File: config.mk
export PLATFORM = sky130hd
export DESIGN_NAME = router_rd_chan
export DESIGN_NICKNAME = d
export VERILOG_FILES = /design/src/rtl/router_pkg.sv /design/src/rtl/router_fifo_core.sv /design/src/rtl/router_rd_chan.sv
export SDC_FILE = /design/constraint.sdc
export NUM_CORES = 1
export LEC_CHECK = 0
export ABC_AREA = 1
export BUFFER_PORTS_ARGS = -buffer_cell sky130_fd_sc_hd__buf_2
export CORE_ASPECT_RATIO = 1.4
export CORE_MARGIN = 3
export CORE_UTILIZATION = 50
export DETAILED_ROUTE_END_ITERATION = 12
export PLACE_DENSITY = 0.66
export SLEW_MARGIN = 20
export SYNTH_ARGS = -nofsm -noshare
export SYNTH_HDL_FRONTEND = slang
export SYNTH_HIERARCHICAL = 1
export SYNTH_SLANG_ARGS = --single-unit
File: constraint.sdc
create_clock -name clock -period 4.7 [get_ports clock]
set_input_delay 0.705 -clock clock [delete_from_list [all_inputs] [get_ports clock]]
set_output_delay 0.705 -clock clock [all_outputs]
set_load 0.1 [all_outputs]
File: src/rtl/router_pkg.sv
// Shared definitions for the router read-side channel: default widths,
// header field layout, pointer sizing helper and the tagged FIFO entry.
package router_pkg;

  // Default flit width used when an instance does not override DATA_W.
  localparam int DEF_DATA_W = 8;

  // The header length field occupies data[DATA_W-1:HDR_LEN_LSB].
  localparam int HDR_LEN_LSB = 2;

  // Pointer width for a power-of-two FIFO: address bits plus one wrap bit.
  function automatic int ptr_width(input int depth);
    return $clog2(depth) + 1;
  endfunction

  // One FIFO entry: header tag plus data.
  typedef struct packed {
    logic                  hdr;
    logic [DEF_DATA_W-1:0] data;
  } fifo_entry_t;

endpackage

File: src/rtl/router_fifo_core.sv
// Tagged FIFO storage for one router output channel. Wrap-bit pointers
// give exact full/empty; flush returns both pointers to zero and
// suppresses any write presented in the same cycle.
module router_fifo_core
  import router_pkg::*;
#(
  parameter int DATA_W = DEF_DATA_W,
  parameter int DEPTH  = 16
) (
  input  logic              clock,
  input  logic              resetn,
  input  logic              wr_en,
  input  logic              wr_hdr,
  input  logic [DATA_W-1:0] wr_data,
  input  logic              rd_en,
  input  logic              flush,
  output logic              rd_hdr,
  output logic [DATA_W-1:0] rd_data,
  output logic              full,
  output logic              empty
);

  localparam int PTR_W  = ptr_width(DEPTH);
  localparam int ADDR_W = PTR_W - 1;

  // Storage is not reset so it can map onto RAM primitives.
  logic [DATA_W:0] mem [DEPTH];

  logic [PTR_W-1:0] wr_ptr_q, wr_ptr_d;
  logic [PTR_W-1:0] rd_ptr_q, rd_ptr_d;
  logic             wr_go;
  logic             rd_go;

  // Equal pointers mean empty; equal addresses with differing wrap bits mean full.
  assign empty = (wr_ptr_q == rd_ptr_q);
  assign full  = (wr_ptr_q[ADDR_W-1:0] == rd_ptr_q[ADDR_W-1:0]) &&
                 (wr_ptr_q[ADDR_W] != rd_ptr_q[ADDR_W]);

  // Full/empty come from registered pointers, so a read while full does
  // not make room for a write in the same cycle.
  assign wr_go = wr_en && !full && !flush;
  assign rd_go = rd_en && !empty && !flush;

  // Entry presented at the read pointer; the channel registers it.
  assign {rd_hdr, rd_data} = mem[rd_ptr_q[ADDR_W-1:0]];

  // Next-state pointer arithmetic; flush takes priority over traffic.
  always_comb begin
    wr_ptr_d = wr_ptr_q;
    rd_ptr_d = rd_ptr_q;
    if (flush) begin
      wr_ptr_d = '0;
      rd_ptr_d = '0;
    end else begin
      if (wr_go) wr_ptr_d = wr_ptr_q + PTR_W'(1);
      if (rd_go) rd_ptr_d = rd_ptr_q + PTR_W'(1);
    end
  end

  // Pointer registers.
  always_ff @(posedge clock or negedge resetn) begin
    if (!resetn) begin
      wr_ptr_q <= '0;
      rd_ptr_q <= '0;
    end else begin
      wr_ptr_q <= wr_ptr_d;
      rd_ptr_q <= rd_ptr_d;
    end
  end

  // Storage write port.
  always_ff @(posedge clock) begin
    if (wr_go) mem[wr_ptr_q[ADDR_W-1:0]] <= {wr_hdr, wr_data};
  end

endmodule

File: src/rtl/router_rd_chan.sv
// Read-side output channel: FIFO core plus registered read data, a
// packet-boundary tracker and a stall timeout that flushes the channel.
module router_rd_chan
  import router_pkg::*;
#(
  parameter int DATA_W  = DEF_DATA_W,
  parameter int DEPTH   = 16,
  parameter int TIMEOUT = 30
) (
  input  logic              clock,
  input  logic              resetn,
  input  logic              write_enb,
  input  logic              lfd_state,
  input  logic [DATA_W-1:0] data_in,
  input  logic              read_enb,
  output logic [DATA_W-1:0] data_out,
  output logic              vld_out,
  output logic              full,
  output logic              empty,
  output logic              pkt_active,
  output logic              overflow,
  output logic              soft_rst
);

  localparam int LEN_W   = DATA_W - HDR_LEN_LSB;
  localparam int REM_W   = LEN_W + 1;
  localparam int SC_W    = (TIMEOUT > 1) ? $clog2(TIMEOUT) : 1;
  localparam int TO_LAST = (TIMEOUT > 0) ? TIMEOUT - 1 : 0;

  logic              fifo_full;
  logic              fifo_empty;
  logic              rd_hdr;
  logic [DATA_W-1:0] rd_data;
  logic              rd_accept;
  logic              stall;
  logic              flush;

  logic [DATA_W-1:0] data_out_q, data_out_d;
  logic [REM_W-1:0]  rem_q, rem_d;
  logic              pkt_active_q, pkt_active_d;
  logic [SC_W-1:0]   stall_cnt_q, stall_cnt_d;
  logic              overflow_q, overflow_d;
  logic              soft_rst_q, soft_rst_d;

  router_fifo_core #(
    .DATA_W (DATA_W),
    .DEPTH  (DEPTH)
  ) u_fifo (
    .clock   (clock),
    .resetn  (resetn),
    .wr_en   (write_enb),
    .wr_hdr  (lfd_state),
    .wr_data (data_in),
    .rd_en   (read_enb),
    .flush   (flush),
    .rd_hdr  (rd_hdr),
    .rd_data (rd_data),
    .full    (fifo_full),
    .empty   (fifo_empty)
  );

  assign rd_accept = read_enb && !fifo_empty;
  assign stall     = !fifo_empty && !read_enb;
  // Flush on the edge that would complete TIMEOUT consecutive stalled cycles.
  assign flush     = (TIMEOUT > 0) && stall && (stall_cnt_q == SC_W'(TO_LAST));

  // Read data register: loads on an accepted read, cleared by a flush.
  always_comb begin
    data_out_d = data_out_q;
    if (flush) begin
      data_out_d = '0;
    end else if (rd_accept) begin
      data_out_d = rd_data;
    end
  end

  // Packet tracker: a header loads length+1 (payload plus parity), later
  // reads count down; a header seen mid-packet restarts the count.
  always_comb begin
    rem_d        = rem_q;
    pkt_active_d = pkt_active_q;
    if (flush) begin
      rem_d        = '0;
      pkt_active_d = 1'b0;
    end else if (rd_accept) begin
      if (rd_hdr) begin
        rem_d        = REM_W'(rd_data[DATA_W-1:HDR_LEN_LSB]) + REM_W'(1);
        pkt_active_d = 1'b1;
      end else if (pkt_active_q) begin
        rem_d = rem_q - REM_W'(1);
        if (rem_q == REM_W'(1)) pkt_active_d = 1'b0;
      end
    end
  end

  // Stall counter: counts cycles with data waiting and no read request.
  always_comb begin
    if ((TIMEOUT == 0) || flush || !stall) begin
      stall_cnt_d = '0;
    end else begin
      stall_cnt_d = stall_cnt_q + SC_W'(1);
    end
  end

  // Status pulses; a write lost to a flush is not reported as overflow.
  always_comb begin
    overflow_d = write_enb && fifo_full && !flush;
    soft_rst_d = flush;
  end

  // Channel state registers.
  always_ff @(posedge clock or negedge resetn) begin
    if (!resetn) begin
      data_out_q   <= '0;
      rem_q        <= '0;
      pkt_active_q <= 1'b0;
      stall_cnt_q  <= '0;
      overflow_q   <= 1'b0;
      soft_rst_q   <= 1'b0;
    end else begin
      data_out_q   <= data_out_d;
      rem_q        <= rem_d;
      pkt_active_q <= pkt_active_d;
      stall_cnt_q  <= stall_cnt_d;
      overflow_q   <= overflow_d;
      soft_rst_q   <= soft_rst_d;
    end
  end

  assign data_out   = data_out_q;
  assign vld_out    = !fifo_empty;
  assign full       = fifo_full;
  assign empty      = fifo_empty;
  assign pkt_active = pkt_active_q;
  assign overflow   = overflow_q;
  assign soft_rst   = soft_rst_q;

endmodule
-- Word level (Yosys, flattened, before mapping)
Memory sizes are Yosys's and may differ from the RTL's.
Index checks and enable logic that the tools add are counted.
W data, S select, Z words.
- output and inout port bits: 14
- memory bits (writable): 144
- flip-flop bits (word level): 33
- latch bits: 0
- memory bits (read-only): 0
- memories kept: 1
- logic and storage cells: 57
- memories (memory ; words ; width ; rd ports ; clocked after Yosys merged registers in ; write ports ; RTL line ; text):
    u_fifo.mem ; 16 ; 9 ; 1 ; 0 ; 1 ; router_fifo_core.sv:27 ; logic [DATA_W:0] mem [DEPTH];
- multiplexer cells: 18
- reductions and logical operators: 20
- divide/modulo/power cells: 0
- bitwise operators: 0
- shift operators: 0
- multiply operators: 0
- equality and inequality tests: 5
- $add $sub $neg: 5
- $lt $le $gt $ge: 0
- operators by type and width (kind ; count):
    $mux W7 ; 4
    $mux W5 ; 5
    $mux W8 ; 2
    $add A5 B1 Y5 const B ; 3
    $logic_and A1 B1 Y1 ; 9
    $add A6 B1 Y7 const B ; 1
    $eq A7 B1 Y1 const B ; 1
    $mux W1 ; 7
    $sub A7 B1 Y7 const B ; 1
    $reduce_bool A2 Y1 ; 3
    $eq A5 B5 Y1 ; 1
    $eq A5 B5 Y1 const B ; 1
    $logic_not A1 Y1 ; 5
    $eq A4 B4 Y1 ; 1
    $reduce_bool A3 Y1 ; 1
    $reduce_and A2 Y1 ; 1
    $logic_or A1 B1 Y1 ; 1
    $ne A1 B1 Y1 ; 1

-- Depth between registers and ports, before layout
- word-level depth: 8
- gate-level depth with buffers: 16

-- By module
Netlist, hierarchy kept.
- by module, submodules not included (module ; instances ; cells each ; area an instance (µm²)):
    router_fifo_core ; 1 ; 573 ; 6556.3
    router_rd_chan ; 1 ; 161 ; 1317.5

-- Least setup slack after synthesis
Ideal clock, no wire load.
- path type: register to register
- start point: register u_fifo.rd_ptr_q[0]
- end point: memory u_fifo/mem[12][0] (netlist name) (enable)
- clock period less this slack: 4040 ps
- slack: 660 ps
- arrival time: 3666 ps
- stages on the path, launching flop included: 16
- library setup time: 374 ps
- path through: dfrtp_1 inv_2 buf_6 nand2_1 nand2_1 nor2_4 nand3_2 inv_1 inv_1 nand3_4 buf_6 inv_2 inv_1 nand3_4 buf_6 nor2_1
- word-level cells in the longest chain between the ends: 8
- ends and longest elaborated chain (what ; RTL line ; text):
    start: declaration ; router_fifo_core.sv:30 ; logic [PTR_W-1:0] rd_ptr_q, rd_ptr_d;
    start signal: assignment ; router_fifo_core.sv:67 ; rd_ptr_q <= rd_ptr_d;
    $eq A5 B5 Y1 ; router_fifo_core.sv:35 ; assign empty = (wr_ptr_q == rd_ptr_q);
    named net empty ; router_rd_chan.sv:19 ; output logic empty,
    $logic_not A1 Y1 ; -- ;
    named net vld_out ; router_rd_chan.sv:17 ; output logic vld_out,
    $logic_and A1 B1 Y1 ; router_rd_chan.sv:63 ; assign stall = !fifo_empty && !read_enb;
    $logic_and A1 B1 Y1 ; router_rd_chan.sv:65 ; assign flush = (TIMEOUT > 0) && stall && (stall_cnt_q == SC_W'(TO_LAST));
    named net flush ; router_rd_chan.sv:36 ; logic flush;
    $logic_not A1 Y1 ; router_fifo_core.sv:41 ; assign wr_go = wr_en && !full && !flush;
    $logic_and A1 B1 Y1 ; router_fifo_core.sv:41 ;
    $mux W1 ; router_fifo_core.sv:73 ; if (wr_go) mem[wr_ptr_q[ADDR_W-1:0]] <= {wr_hdr, wr_data};
    $mux W1 (implied by the code) ; router_fifo_core.sv:73 ;
    end: declaration ; router_fifo_core.sv:27 ;
The timed path passes the listed nets, and every way through them passes these cells.

-- Worst setup path in the final report
- start point: register u_fifo.rd_ptr_q[3]
- end point: memory u_fifo/mem[7][4] (netlist name) (enable)
- word-level cells in the longest chain between the ends: 8
- ends and longest elaborated chain (what ; RTL line):
    $eq A5 B5 Y1 ; router_fifo_core.sv:35
    $logic_not A1 Y1 ; router_rd_chan.sv:63
    $logic_and A1 B1 Y1 ; router_rd_chan.sv:63
    $logic_and A1 B1 Y1 ; router_rd_chan.sv:65
    named net flush ; router_rd_chan.sv:36
    $logic_not A1 Y1 ; router_fifo_core.sv:41
    $logic_and A1 B1 Y1 ; router_fifo_core.sv:41
    $mux W1 ; router_fifo_core.sv:73
    $mux W1 (implied by the code) ; router_fifo_core.sv:73
The timed path passes the listed nets, and every way through them passes these cells.

==> flow_summary.toml <==
[drt]
drc_errors = 0
met3_length_um = 1252
top_layer = "met4"
dr_wl_met2_um = 9678
route.detailed.wl_per_inst_um = 20.03
drt_pass1_iterations = 6
remaining_antenna_violation_count = 0
detail_route.vias_per_cell = 5.853
routedLengthMet1_um = 7369
route.final.wire_length_um = 19090
vias = 5578
drt_initial_violations = 494

[setup_path]
slowest_delay_ns = 0.66
worstSetupEndpointType = "register"
cp-start-kind = "register"
timing.critical_path.cells = "inv_1 > nand2_1 > nand2_1 > nor2_2 > nand3_2 > inv_1 > inv_1 > nand3_4 > inv_2 > inv_1 > nand3_4 > nor2_1"
critical_path_slowest_stage_cell = "sky130_fd_sc_hd__nor2_1"
cp_num_buf_inv = 5
crit_top_cell = "sky130_fd_sc_hd__inv_1"
worst_ep_required_time_ns = 4.75
critical_path.max_fanout = 21
timing.critical_path.max_delay_family = "simple AND/OR/NAND/NOR gates"
setup.worst_path.class = "reg2reg"
arrival_ns = 3.98

[clock_network]
cts_post_setup_buffers_inserted = 0
post_cts_resize_count = 0
clk_pin_slew_worst_paths_ns = 0.07
clockBufferDepth = 2
cts.htree.levels = 4
clock_insertion_delay_worst_skew_ns = 0.42
cts_buf_count = 17
post_cts_hold_buffer_count = 0
tritoncts_num_sinks = 177
clock_tree_from_tritoncts = "built"
master_cell_of_the_clock_root_buffer = "sky130_fd_sc_hd__clkbuf_16"

[timing]
layout_worst_path_cycle_share = 0.8362
fin_worst_skew_ns = 0.01017
finalSetupViolations = 0
setup_repair_after_global_routing_missed_its_margin = "false"
period_minus_slack_ns = 3.930
fmax_ghz = 0.2544
timing.final.max_slew_violations = 0
max-slew-margin-rel = 0.4726
worstMarginPinSlew_ns = 0.7910
hold_viol_final = 0
final.setup.tns_ns = 0

[outcome]
outcome = "complete, no violations"

[logic_synthesis]
synth_cell_types = 30
yosys_warnings = 6
mappedNetlistArea_um2 = 7874
synth_seq_area_share = 0.6541
fraction_of_synthesis_flops_using_an_asynchronous_set_or_reset_pin = 0.1864
synth-edff-count = 144
postSynthAreaPerCell_um2 = 10.73
ys.flop_type = "sky130_fd_sc_hd__edfxtp_1"
syn-instance-count = 734
synth.net_count = 757
ys_ff_latch = 177

[power_and_ir_drop]
powerDensity_nw_per_um2 = 682.0
power.total_w = 0.005906
power.static_leakage_nw = 3.290
worst_ir_drop_vdd_v = 0.0004982

[finish]
layout_cells_sized_above_1 = 0.1143
final_cell_area_um2 = 8660
finalNetCount = 771
diodes = 0
most-common-layout-cells = "144 x sky130_fd_sc_hd__nor2_1, 144 x sky130_fd_sc_hd__edfxtp_1, 103 x sky130_fd_sc_hd__nand2_1"
layout-area-overhead-vs-synth_pct = 9.979

[die]
floorplan.die_area_um2 = 17310
die_w_um = 112.1
die_h_um = 154.5
initial_core_util = 0.5162
fp.coreArea_um2 = 15250
rows = 53
design.portCount = 27

[hold_path]
min_path_type = "in2async"

[grt]
vias_in_the_first_global_route = 5392
antenna_found_initial = 0
grt-ovfl-total = 0
grt_usage = 0.2243
grt_start_max_net_pins = 86
first_pass_grt_wire_length_um = 29390

[placement]
placed_cell_area_um2 = 8102
buffer_ports.inserted = 26
place_hpwl_um = 12710
finalWeightedCongestion = 0.9423

[job]
drv.max_cap_violation_count = 0
[registers in the layout (all words and copies together) (netlist names)]
| signal | flops |
|---|---|
| u_fifo/rd_ptr_q | 5 |
| pkt_active | 1 |
| stall_cnt_q | 5 |
| data_out | 8 |
| u_fifo/wr_ptr_q | 5 |
| overflow | 1 |
| rem_q | 7 |
| u_fifo/mem | 144 |
| soft_rst | 1 |
[routing by layer]
layer | global-route usage | up-vias
met1 | 0.2688 | 2672
met2 | 0.3897 | 286
met3 | 0.04266 | 46
met4 | 0.1065 | 0
met5 | 0 | -
li1 | - | 2574
[power breakdown]
part	leakage (nW)	switching [W]	internal [W]
Clock	0.269	0.000594	0.000738
Sequential	1.72	0.000145	0.00194
Combinational	1.30	0.00185	0.000638
[layout make-up]
class / count / area [um^2]
clock inverters: 14 / 128.9
repair buffers: 31 / 167.7
inverters: 46 / 172.7
flip-flops and latches: 177 / 5151
multi-input cells: 475 / 2370
fillers: 1281 / 6593
well taps: 192 / 240.2
clock buffers: 18 / 429.2
[Yosys cell counts (2+ instances only)]
cell type | n | area (um^2)
sky130_fd_sc_hd__nor2_4 | 3 | 33.78
sky130_fd_sc_hd__nand2_1 | 103 | 386.6
sky130_fd_sc_hd__o211ai_1 | 27 | 202.7
sky130_fd_sc_hd__inv_1 | 40 | 150.1
sky130_fd_sc_hd__xor2_1 | 4 | 35.03
sky130_fd_sc_hd__o22ai_1 | 3 | 18.77
sky130_fd_sc_hd__edfxtp_1 | 144 | 4324
sky130_fd_sc_hd__o21ai_1 | 3 | 15.01
sky130_fd_sc_hd__a21oi_1 | 2 | 10.01
sky130_fd_sc_hd__nand4_1 | 12 | 75.07
sky130_fd_sc_hd__dfrtp_1 | 33 | 825.8
sky130_fd_sc_hd__inv_2 | 6 | 22.52
sky130_fd_sc_hd__o21ai_0 | 70 | 350.3
sky130_fd_sc_hd__buf_6 | 4 | 45.04
sky130_fd_sc_hd__clkbuf_1 | 18 | 67.56
sky130_fd_sc_hd__buf_2 | 10 | 50.05
sky130_fd_sc_hd__xnor2_1 | 2 | 17.52
sky130_fd_sc_hd__nand2_2 | 2 | 12.51
sky130_fd_sc_hd__nor2_1 | 144 | 540.5
sky130_fd_sc_hd__nand3_1 | 74 | 370.4
sky130_fd_sc_hd__nand3_2 | 8 | 80.08
sky130_fd_sc_hd__nand3_4 | 3 | 52.55
sky130_fd_sc_hd__ha_1 | 10 | 125.1
sky130_fd_sc_hd__buf_1 | 3 | 11.26
[worst register-to-register path, stage by stage (launching register included)]
cell and delay (ns):
sky130_fd_sc_hd__dfrtp_1 0.60, sky130_fd_sc_hd__inv_1 0.30, sky130_fd_sc_hd__nand2_1 0.12, sky130_fd_sc_hd__nand2_1 0.07
sky130_fd_sc_hd__nor2_2 0.21, sky130_fd_sc_hd__nand3_2 0.19, sky130_fd_sc_hd__inv_1 0.17, sky130_fd_sc_hd__inv_1 0.11
sky130_fd_sc_hd__nand3_4 0.20, sky130_fd_sc_hd__inv_2 0.07, sky130_fd_sc_hd__inv_1 0.47, sky130_fd_sc_hd__nand3_4 0.39
sky130_fd_sc_hd__nor2_1 0.67
[final timing paths]
| path | start | to | slack, ns | cells past startpoint |
|---|---|---|---|---|
| max in group asynchronous | resetn | u_fifo/rd_ptr_q[0] | 3.83 | 1 |
| min in group clock | stall_cnt_q[0] | stall_cnt_q[0] | 0.50 | 1 |
| max | u_fifo/rd_ptr_q[3] | u_fifo/mem[7][4] | 0.77 | 12 |
| max reg2reg | u_fifo/rd_ptr_q[3] | u_fifo/mem[7][4] | 0.77 | 12 |
| min reg2reg | stall_cnt_q[0] | stall_cnt_q[0] | 0.50 | 1 |
| min | resetn | stall_cnt_q[2] | 0.35 | 1 |
[per-stage QoR]
stage | instances | hold WS, ns | util | worst slack (ns)
after floorplan | 734 | 0.4094 | - | 0.6599
after global placement | 921 | 0.4779 | 0.5312 | 0.9676
after detailed placement | 921 | 0.4974 | 0.5312 | 0.8040
after CTS | 953 | 0.3735 | 0.5678 | 0.8010
after global routing | 953 | 0.4005 | 0.5678 | 0.4436
final | 953 | 0.3498 | 0.5678 | 0.7698
[cell families after synthesis]
family          share of synthesized area
compound gates                    0.07882
flops                              0.6541
simple gates                       0.1996
fa+ha+maj                         0.01589
xor+xnor                         0.006674
buf+inv                           0.04497
Power figures use the tool's default switching activity.
